`src/rtl/ddrphy_train_pkg.sv`:
```
`default_nettype none
// ============================================================================
//  Module  : ddrphy_train_pkg
//  Purpose : Shared types and constants for the DDR3 PHY BCLK read-training
//            controller: FSM state encoding, default BCLK sample patterns,
//            delay-tap width and the window-centre helper.
//  Ports   : none (package)
//  Rev     : 1.0  initial release
// ============================================================================
package ddrphy_train_pkg;

    localparam int TAP_W = 8;

    localparam logic [7:0] PATTERN_A_DEF = 8'h55;
    localparam logic [7:0] PATTERN_B_DEF = 8'hAA;

    typedef enum logic [3:0] {
        ST_IDLE   = 4'd0,
        ST_LOAD   = 4'd1,
        ST_CLEAR  = 4'd2,
        ST_SETTLE = 4'd3,
        ST_SAMPLE = 4'd4,
        ST_EVAL   = 4'd5,
        ST_STEP   = 4'd6,
        ST_CENTER = 4'd7,
        ST_DONE   = 4'd8,
        ST_FAIL   = 4'd9
    } train_state_t;

    // Floor midpoint of an inclusive tap window, kept in tap-width arithmetic.
    function automatic logic [TAP_W-1:0] window_center(
        input logic [TAP_W-1:0] first,
        input logic [TAP_W-1:0] last
    );
        logic [TAP_W-1:0] span;
        span = last - first;
        return first + (span >> 1);
    endfunction

endpackage
`default_nettype wire

```
`src/rtl/bclk_sample_chk.sv`:
```
`default_nettype none
// ============================================================================
//  Module  : bclk_sample_chk
//  Purpose : Per-tap sample qualifier. Registers RX data and eye flags once,
//            then over SAMPLE_CYCLES enabled cycles tracks whether every word
//            equals PATTERN_A, every word equals PATTERN_B, and both eye flags
//            stayed low.
//  Ports   : clk, rst_n        clock / async active-low reset
//            en                high for the whole sample window
//            rx_data, early, late   raw lane inputs
//            sample_done       high on the last enabled cycle of the window
//            tap_pass          verdict, valid together with sample_done
//  Rev     : 1.0  initial release
// ============================================================================
module bclk_sample_chk
    import ddrphy_train_pkg::*;
#(
    parameter int         SAMPLE_CYCLES = 16,
    parameter logic [7:0] PATTERN_A     = PATTERN_A_DEF,
    parameter logic [7:0] PATTERN_B     = PATTERN_B_DEF
) (
    input  logic       clk,
    input  logic       rst_n,
    input  logic       en,
    input  logic [7:0] rx_data,
    input  logic       early,
    input  logic       late,
    output logic       sample_done,
    output logic       tap_pass
);

    localparam int              CNT_W    = $clog2(SAMPLE_CYCLES + 1);
    localparam logic [CNT_W-1:0] CNT_LAST = CNT_W'(SAMPLE_CYCLES - 1);

    logic [7:0]       rx_q;
    logic             early_q;
    logic             late_q;
    logic [CNT_W-1:0] cnt;
    logic             all_a;
    logic             all_b;
    logic             clean;

    logic first_word;
    logic a_now;
    logic b_now;
    logic clean_now;

    // The first word of a window seeds the accumulators instead of ANDing
    // into stale results from the previous tap.
    always_comb begin
        first_word  = (cnt == '0);
        a_now       = (first_word | all_a) & (rx_q == PATTERN_A);
        b_now       = (first_word | all_b) & (rx_q == PATTERN_B);
        clean_now   = (first_word | clean) & ~early_q & ~late_q;
        sample_done = en & (cnt == CNT_LAST);
        tap_pass    = (a_now | b_now) & clean_now;
    end

    always_ff @(posedge clk or negedge rst_n) begin
        if (!rst_n) begin
            rx_q    <= '0;
            early_q <= 1'b0;
            late_q  <= 1'b0;
            cnt     <= '0;
            all_a   <= 1'b0;
            all_b   <= 1'b0;
            clean   <= 1'b0;
        end else begin
            rx_q    <= rx_data;
            early_q <= early;
            late_q  <= late;
            if (en) begin
                cnt   <= sample_done ? '0 : cnt + CNT_W'(1);
                all_a <= a_now;
                all_b <= b_now;
                clean <= clean_now;
            end else begin
                cnt <= '0;
            end
        end
    end

endmodule
`default_nettype wire

```
`src/rtl/ddrphy_bclk_train_ctrl.sv`:
```
`default_nettype none
// ============================================================================
//  Module  : ddrphy_bclk_train_ctrl
//  Purpose : BCLK read-training controller. Sweeps the IOD input delay from
//            its load value, finds the first passing window of at least
//            MIN_WINDOW taps and parks the delay line at the window centre.
//  Ports   : FAB_CLK, ARST_N              clock / async active-low reset
//            TRAIN_START                  start request (ignored while busy)
//            TRAIN_BUSY/DONE/FAIL         status to the training sequencer
//            TAP_COUNT                    current tap relative to load
//            RX_DATA_0, EYE_MONITOR_*_0,
//            DELAY_LINE_OUT_OF_RANGE_0    lane inputs
//            EYE_MONITOR_CLEAR_FLAGS_0,
//            DELAY_LINE_LOAD/MOVE/DIRECTION_0   lane delay controls
//  Rev     : 1.0  initial release
// ============================================================================
module ddrphy_bclk_train_ctrl
    import ddrphy_train_pkg::*;
#(
    parameter int         MAX_TAPS      = 128,
    parameter int         SETTLE_CYCLES = 4,
    parameter int         SAMPLE_CYCLES = 16,
    parameter int         MIN_WINDOW    = 4,
    parameter logic [7:0] PATTERN_A     = PATTERN_A_DEF,
    parameter logic [7:0] PATTERN_B     = PATTERN_B_DEF
) (
    input  logic             FAB_CLK,
    input  logic             ARST_N,
    input  logic             TRAIN_START,
    output logic             TRAIN_BUSY,
    output logic             TRAIN_DONE,
    output logic             TRAIN_FAIL,
    output logic [TAP_W-1:0] TAP_COUNT,
    input  logic [7:0]       RX_DATA_0,
    input  logic             EYE_MONITOR_EARLY_0,
    input  logic             EYE_MONITOR_LATE_0,
    input  logic             DELAY_LINE_OUT_OF_RANGE_0,
    output logic             EYE_MONITOR_CLEAR_FLAGS_0,
    output logic             DELAY_LINE_LOAD_0,
    output logic             DELAY_LINE_MOVE_0,
    output logic             DELAY_LINE_DIRECTION_0
);

    localparam int               WAIT_W        = $clog2(SETTLE_CYCLES + 2);
    localparam logic [WAIT_W-1:0] SETTLE_LAST   = WAIT_W'(SETTLE_CYCLES - 1);
    localparam logic [WAIT_W-1:0] SETTLE_RELOAD = WAIT_W'(SETTLE_CYCLES);
    localparam logic [TAP_W-1:0]  LAST_TAP      = TAP_W'(MAX_TAPS - 1);

    train_state_t      state;
    logic [WAIT_W-1:0] wait_cnt;
    logic              after_move;
    logic              tap_pass_q;
    logic              win_open;
    logic [TAP_W-1:0]  win_first;
    logic [TAP_W-1:0]  win_last;
    logic [TAP_W-1:0]  center;

    logic              sample_done;
    logic              tap_pass;

    logic              ev_open;
    logic [TAP_W-1:0]  ev_first;
    logic [TAP_W-1:0]  ev_last;
    logic              ev_center_go;
    logic              ev_meets;
    logic              sweep_end;
    logic              sweep_center;

    function automatic logic span_ok(input logic [TAP_W-1:0] first,
                                     input logic [TAP_W-1:0] last);
        return (last - first) >= TAP_W'(MIN_WINDOW - 1);
    endfunction

    bclk_sample_chk #(
        .SAMPLE_CYCLES (SAMPLE_CYCLES),
        .PATTERN_A     (PATTERN_A),
        .PATTERN_B     (PATTERN_B)
    ) u_sample_chk (
        .clk         (FAB_CLK),
        .rst_n       (ARST_N),
        .en          (state == ST_SAMPLE),
        .rx_data     (RX_DATA_0),
        .early       (EYE_MONITOR_EARLY_0),
        .late        (EYE_MONITOR_LATE_0),
        .sample_done (sample_done),
        .tap_pass    (tap_pass)
    );

    // Window bookkeeping for the current tap verdict. Outside EVAL this just
    // reflects the stored window, so the same terms serve the OOR range hit
    // detected in CLEAR.
    always_comb begin
        ev_open      = win_open;
        ev_first     = win_first;
        ev_last      = win_last;
        ev_center_go = 1'b0;
        if (state == ST_EVAL) begin
            if (tap_pass_q) begin
                if (!win_open) begin
                    ev_open  = 1'b1;
                    ev_first = TAP_COUNT;
                end
                ev_last = TAP_COUNT;
            end else if (win_open) begin
                ev_open      = 1'b0;
                ev_center_go = span_ok(win_first, win_last);
            end
        end
        ev_meets     = ev_open & span_ok(ev_first, ev_last);
        sweep_end    = ((state == ST_CLEAR) & after_move & DELAY_LINE_OUT_OF_RANGE_0) |
                       ((state == ST_EVAL) & (ev_center_go | (TAP_COUNT == LAST_TAP)));
        sweep_center = ev_center_go | ev_meets;
    end

    always_ff @(posedge FAB_CLK or negedge ARST_N) begin
        if (!ARST_N) begin
            state                     <= ST_IDLE;
            wait_cnt                  <= '0;
            after_move                <= 1'b0;
            tap_pass_q                <= 1'b0;
            win_open                  <= 1'b0;
            win_first                 <= '0;
            win_last                  <= '0;
            center                    <= '0;
            TRAIN_BUSY                <= 1'b0;
            TRAIN_DONE                <= 1'b0;
            TRAIN_FAIL                <= 1'b0;
            TAP_COUNT                 <= '0;
            EYE_MONITOR_CLEAR_FLAGS_0 <= 1'b0;
            DELAY_LINE_LOAD_0         <= 1'b0;
            DELAY_LINE_MOVE_0         <= 1'b0;
            DELAY_LINE_DIRECTION_0    <= 1'b0;
        end else begin
            EYE_MONITOR_CLEAR_FLAGS_0 <= 1'b0;
            DELAY_LINE_LOAD_0         <= 1'b0;
            DELAY_LINE_MOVE_0         <= 1'b0;

            case (state)
                ST_IDLE: begin
                    if (TRAIN_START) begin
                        state                  <= ST_LOAD;
                        TRAIN_BUSY             <= 1'b1;
                        TRAIN_DONE             <= 1'b0;
                        TRAIN_FAIL             <= 1'b0;
                        TAP_COUNT              <= '0;
                        win_open               <= 1'b0;
                        win_first              <= '0;
                        win_last               <= '0;
                        DELAY_LINE_DIRECTION_0 <= 1'b1;
                        DELAY_LINE_LOAD_0      <= 1'b1;
                    end
                end

                ST_LOAD: begin
                    state                     <= ST_CLEAR;
                    after_move                <= 1'b0;
                    EYE_MONITOR_CLEAR_FLAGS_0 <= 1'b1;
                end

                // TAP_COUNT only advances once the line confirms the move
                // landed in range, so an OOR hit leaves it on the last tap.
                ST_CLEAR, ST_EVAL: begin
                    if (state == ST_EVAL) begin
                        win_open  <= ev_open;
                        win_first <= ev_first;
                        win_last  <= ev_last;
                    end
                    if (sweep_end) begin
                        if (sweep_center) begin
                            state                  <= ST_CENTER;
                            center                 <= window_center(ev_first, ev_last);
                            wait_cnt               <= '0;
                            DELAY_LINE_DIRECTION_0 <= 1'b0;
                        end else begin
                            state      <= ST_FAIL;
                            TRAIN_FAIL <= 1'b1;
                            TRAIN_BUSY <= 1'b0;
                        end
                    end else if (state == ST_CLEAR) begin
                        if (after_move) begin
                            TAP_COUNT <= TAP_COUNT + TAP_W'(1);
                        end
                        wait_cnt <= SETTLE_LAST;
                        state    <= ST_SETTLE;
                    end else begin
                        state             <= ST_STEP;
                        DELAY_LINE_MOVE_0 <= 1'b1;
                    end
                end

                ST_SETTLE: begin
                    if (wait_cnt == '0) begin
                        state <= ST_SAMPLE;
                    end else begin
                        wait_cnt <= wait_cnt - WAIT_W'(1);
                    end
                end

                ST_SAMPLE: begin
                    if (sample_done) begin
                        tap_pass_q <= tap_pass;
                        state      <= ST_EVAL;
                    end
                end

                ST_STEP: begin
                    state                     <= ST_CLEAR;
                    after_move                <= 1'b1;
                    EYE_MONITOR_CLEAR_FLAGS_0 <= 1'b1;
                end

                // One decrement every SETTLE_CYCLES+1 cycles; the final move
                // also gets its settle time before DONE is declared.
                ST_CENTER: begin
                    if (wait_cnt != '0) begin
                        wait_cnt <= wait_cnt - WAIT_W'(1);
                    end else if (TAP_COUNT == center) begin
                        state      <= ST_DONE;
                        TRAIN_DONE <= 1'b1;
                        TRAIN_BUSY <= 1'b0;
                    end else begin
                        DELAY_LINE_MOVE_0 <= 1'b1;
                        TAP_COUNT         <= TAP_COUNT - TAP_W'(1);
                        wait_cnt          <= SETTLE_RELOAD;
                    end
                end

                ST_DONE, ST_FAIL: begin
                    state <= ST_IDLE;
                end

                default: begin
                    state <= ST_IDLE;
                end
            endcase
        end
    end

endmodule
`default_nettype wire

```
`config.mk`:
```
export PLATFORM = sky130hd
export DESIGN_NAME = ddrphy_bclk_train_ctrl
export DESIGN_NICKNAME = d
export VERILOG_FILES = /design/src/rtl/ddrphy_train_pkg.sv /design/src/rtl/bclk_sample_chk.sv /design/src/rtl/ddrphy_bclk_train_ctrl.sv
export SDC_FILE = /design/constraint.sdc
export NUM_CORES = 1
export LEC_CHECK = 0
export ABC_CLOCK_PERIOD_IN_PS = 5100
export CAP_MARGIN = 20
export CORE_ASPECT_RATIO = 1.25
export CORE_MARGIN = 3
export CORE_UTILIZATION = 50
export CTS_BUF_LIST = sky130_fd_sc_hd__clkbuf_16
export CTS_CLUSTER_SIZE = 28
export DETAILED_ROUTE_END_ITERATION = 7
export GPL_ROUTABILITY_DRIVEN = 0
export PLACE_DENSITY = 0.69
export SLEW_MARGIN = 20
export SYNTH_ARGS = -nofsm -noshare
export SYNTH_HDL_FRONTEND = slang
export SYNTH_HIERARCHICAL = 1
export SYNTH_SLANG_ARGS = --single-unit
```
`constraint.sdc`:
```
create_clock -name FAB_CLK -period 5.1 [get_ports FAB_CLK]
set_input_delay 0.51 -clock FAB_CLK [delete_from_list [all_inputs] [get_ports FAB_CLK]]
set_output_delay 0.51 -clock FAB_CLK [all_outputs]
set_load 0.01 [all_outputs]
```
==> run_summary.xml <==
<?xml version="1.0" encoding="UTF-8"?>
<metrics>
  <group name="run_status">
    <metric name="run_status" unit="">finished, final reports clean</metric>
  </group>
  <group name="yosys">
    <metric name="synthesis.nets" unit="">552</metric>
    <metric name="post-synth-top-area-cell" unit="">sky130_fd_sc_hd__dfrtp_1</metric>
    <metric name="synthesis.instances" unit="">502</metric>
    <metric name="synth.area.top_cells" unit="">sky130_fd_sc_hd__dfrtp_1 36%, sky130_fd_sc_hd__ha_1 8.7%, sky130_fd_sc_hd__nand2_1 4.5%</metric>
    <metric name="synth_enable_flop_cells" unit="">0</metric>
    <metric name="area_share_of_the_largest_cell_type_after_synthesis" unit="%">36.2</metric>
    <metric name="synth.most_common_cell" unit="">sky130_fd_sc_hd__dfrtp_1</metric>
    <metric name="yosysWarningCount" unit="">6</metric>
    <metric name="fraction_of_synthesis_flops_using_an_asynchronous_set_or_reset_pin" unit="%">100</metric>
    <metric name="synth_commonest_cells" unit="">67 x sky130_fd_sc_hd__dfrtp_1, 56 x sky130_fd_sc_hd__nand2_1, 39 x sky130_fd_sc_hd__inv_1</metric>
    <metric name="synth.lib_cells_used.distinct" unit="">71</metric>
    <metric name="synth.ff_latch_count" unit="">67</metric>
    <metric name="mappedNetlistArea" unit="um2">4630</metric>
    <metric name="synth_sequential_area_ratio" unit="%">36.2</metric>
    <metric name="syn_area_per_cell" unit="um2">9.22</metric>
    <metric name="synth_flop_type" unit="">sky130_fd_sc_hd__dfrtp_1</metric>
  </group>
  <group name="placement">
    <metric name="hpwlAfterDp" unit="um">7780</metric>
    <metric name="buffer_ports.inserted" unit="">28</metric>
  </group>
  <group name="worst_setup_path">
    <metric name="crit_path_cell_trace" unit="">and4bb_2 -&gt; nand2_1 -&gt; nor2_1 -&gt; buf_4 -&gt; mux2i_1 -&gt; ha_1 -&gt; a2111oi_0 -&gt; a21oi_1 -&gt; o21ai_0 -&gt; xnor2_1 -&gt; a41oi_2 -&gt; o21ai_2 -&gt; mux2_2</metric>
    <metric name="critPathMaxStageDelay" unit="ns">0.50</metric>
    <metric name="timing.critical_path.required" unit="ns">5.31</metric>
    <metric name="crit_path_end_kind" unit="">flip-flop</metric>
    <metric name="slowest_stage" unit="">sky130_fd_sc_hd__a2111oi_0</metric>
    <metric name="critical_path_arrival" unit="ns">4.68</metric>
    <metric name="setup_slack_reg_to_reg" unit="ns">0.64</metric>
    <metric name="crit_path_start_kind" unit="">flip-flop</metric>
    <metric name="worst-path-max-fanout" unit="">16</metric>
    <metric name="crit_type" unit="">reg2reg</metric>
  </group>
  <group name="clock_tree">
    <metric name="number_of_buffers_created_by_cts" unit="">9</metric>
    <metric name="cts_tree" unit="">built</metric>
    <metric name="clock_buffer_depth" unit="">2</metric>
    <metric name="cts-hold-fix-buffers" unit="">0</metric>
    <metric name="root_buffer" unit="">sky130_fd_sc_hd__clkbuf_16</metric>
    <metric name="cts_resized" unit="">0</metric>
    <metric name="clk_pin_slew" unit="ns">0.06</metric>
    <metric name="htree_levels" unit="">3</metric>
    <metric name="numClockSinks" unit="">67</metric>
    <metric name="clock_latency" unit="ns">0.33</metric>
    <metric name="post-cts-setup-buffers" unit="">0</metric>
  </group>
  <group name="sta">
    <metric name="timing.final.crit_share" unit="%">87.5</metric>
    <metric name="timing_max_transition_violations_final" unit="">0</metric>
    <metric name="max_slew.worst_pin.slew" unit="ns">0.933</metric>
    <metric name="clock_skew" unit="ns">0.00601</metric>
    <metric name="tns" unit="ns">0</metric>
    <metric name="finalWorstPathRequiredPeriod" unit="ns">4.46</metric>
    <metric name="hold_violations" unit="">0</metric>
    <metric name="rsz0062_at_grt" unit="">no</metric>
    <metric name="report.final.setup_viol" unit="">0</metric>
    <metric name="worst_slew_margin_rel" unit="%">37.3</metric>
    <metric name="fmaxAchievable" unit="GHz">0.224</metric>
  </group>
  <group name="route">
    <metric name="routed.top_layer" unit="">met4</metric>
    <metric name="route.detailed.vias_per_inst" unit="">5.71</metric>
    <metric name="wl_met1" unit="um">4380</metric>
    <metric name="dr_wl_met2" unit="um">5360</metric>
    <metric name="route.detailed.wl_per_inst" unit="um">16.1</metric>
    <metric name="antenna_left" unit="">0</metric>
    <metric name="dr_total_vias" unit="">3736</metric>
    <metric name="met3RoutedLength" unit="um">465</metric>
    <metric name="drcViolationCount" unit="">0</metric>
    <metric name="first_iter_violations" unit="">257</metric>
    <metric name="route.final.wire_length" unit="um">10500</metric>
    <metric name="detail_route.first_pass.iterations" unit="">6</metric>
  </group>
  <group name="global_routing">
    <metric name="antenna_found_initial" unit="">0</metric>
    <metric name="global_route_wire_length_before_repair" unit="um">18100</metric>
    <metric name="maximum_number_of_pins_on_one_net_before_global_route_repair" unit="">68</metric>
    <metric name="grt-ovfl-total" unit="">0</metric>
    <metric name="grt_pass1_vias" unit="">3780</metric>
    <metric name="grt_use_total" unit="%">21.8</metric>
  </group>
  <group name="floorplan">
    <metric name="chipWidth" unit="um">92.1</metric>
    <metric name="placeable_core_area" unit="um2">8840</metric>
    <metric name="floorplan.die_area" unit="um2">10500</metric>
    <metric name="initial_core_utilization" unit="%">52.3</metric>
    <metric name="io_pins" unit="">29</metric>
    <metric name="die_h" unit="um">114</metric>
    <metric name="std_cell_rows" unit="">38</metric>
  </group>
  <group name="pwr">
    <metric name="p_per_area" unit="nW/um2">231</metric>
    <metric name="report.power.total" unit="mW">1.23</metric>
    <metric name="cellLeakagePower" unit="nW">2.39</metric>
    <metric name="vdd_ir_drop_max" unit="uV">186</metric>
  </group>
  <group name="cells_and_area">
    <metric name="diodes" unit="">0</metric>
    <metric name="finish.net_count" unit="">579</metric>
    <metric name="final_layout_size_suffix_gt1_share" unit="%">10.5</metric>
    <metric name="area_delta_synth_final" unit="%">15.3</metric>
  </group>
  <group name="job">
    <metric name="max_cap_violations" unit="">0</metric>
  </group>
  <group name="min_path">
    <metric name="worst_hold_path_type" unit="">in2async</metric>
  </group>
</metrics>
[registers in the layout, indices dropped and copies added (netlist names), 3 cells and up]
name               count
TAP_COUNT              8
center                 8
u_sample_chk/rx_q      8
win_first              8
win_last               8
u_sample_chk/cnt       5
state                  4
wait_cnt               3
[kinds of logic after synthesis]
family                     after synthesis  share of synthesized area, %
buffers and inverters                   59                          5.30
xor gates and xnor gates                27                          5.11
muxes                                   27                          6.30
and+or+nand+nor                        165                          18.7
DFF                                     67                          36.2
adders and majority gates               36                          10.4
AOI/OAI and AO/OA                      121                          18.0
[layout make-up]
type | count | area, um2
Tap cell | 120 | 150
Sequential cell | 67 | 1680
Fill cell | 793 | 3510
Clock buffer | 9 | 225
Inverter | 40 | 150
Clock inverter | 7 | 98.8
Multi-Input combinational cell | 376 | 2710
Timing Repair Buffer | 35 | 328
[per-layer routing]
layer | GRT usage, % | vias up
li1 | - | 1818
met3 | 3.56 | 26
met4 | 11.1 | 0
met5 | 0 | -
met1 | 25.9 | 1778
met2 | 38.2 | 114
[metrics by stage]
step / hold WS, ns / util [%] / area (um2) / worst slack, ns / instances
5_1_grt: 0.437 / 60.3 / 5340 / 0.249 / 654
2_1_floorplan: 0.214 / - / 4630 / 0.892 / 502
6_report: 0.337 / 60.3 / 5340 / 0.639 / 654
4_1_cts: 0.398 / 60.3 / 5340 / 0.734 / 654
3_5_place_dp: 0.479 / 56.7 / 5010 / 0.749 / 638
3_3_place_gp: 0.475 / 56.7 / 5010 / 0.927 / 638
[power breakdown]
part	switching [mW]	internal (mW)
clock	0.242	0.431
sequential	0.00213	0.536
combinational	0.0118	0.0101
[worst max-delay path: cells and delay by family, from the launching register on]
family	cells	cell delay, ns
buffers and inverters	1	0.31
DFF	1	0.37
xor gates and xnor gates	1	0.20
muxes	2	0.72
and+or+nand+nor	3	1.01
adders and majority gates	1	0.35
AOI/OAI and AO/OA	5	1.38
[worst paths after layout]
| path | endpoint | startpoint | depth (start not counted) |
|---|---|---|---|
| max reg2reg | center[3]$_DFFE_PN0P_ | state[1]$_DFFE_PN0P_ | 13 |
| min reg2reg | u_sample_chk/cnt[0]$_DFF_PN0_ | u_sample_chk/cnt[0]$_DFF_PN0_ | 1 |
| max | center[3]$_DFFE_PN0P_ | state[1]$_DFFE_PN0P_ | 13 |
| min in group FAB_CLK | u_sample_chk/cnt[0]$_DFF_PN0_ | u_sample_chk/cnt[0]$_DFF_PN0_ | 1 |
| max in group asynchronous | center[1]$_DFFE_PN0P_ | ARST_N | 2 |
| min | win_first[0]$_DFFE_PN0P_ | ARST_N | 2 |
[cell usage in the layout, fill, tap and decap left out, types with 9 or more instances in the layout]
cell / instances
sky130_fd_sc_hd__dfrtp_1: 67
sky130_fd_sc_hd__nand2_1: 56
sky130_fd_sc_hd__inv_1: 39
sky130_fd_sc_hd__nor2_1: 35
sky130_fd_sc_hd__a21oi_1: 34
sky130_fd_sc_hd__o21ai_0: 32
sky130_fd_sc_hd__ha_1: 32
sky130_fd_sc_hd__clkdlybuf4s50_1: 27
sky130_fd_sc_hd__xor2_1: 16
sky130_fd_sc_hd__mux2i_1: 13
sky130_fd_sc_hd__nor2b_1: 12
sky130_fd_sc_hd__nand3_1: 11
sky130_fd_sc_hd__mux2_2: 11
sky130_fd_sc_hd__nand2b_1: 11
sky130_fd_sc_hd__xnor2_1: 11
sky130_fd_sc_hd__nor3_1: 10
sky130_fd_sc_hd__a21o_1: 10
sky130_fd_sc_hd__clkbuf_16: 9
Note: power is estimated with default switching activity, not from simulation.
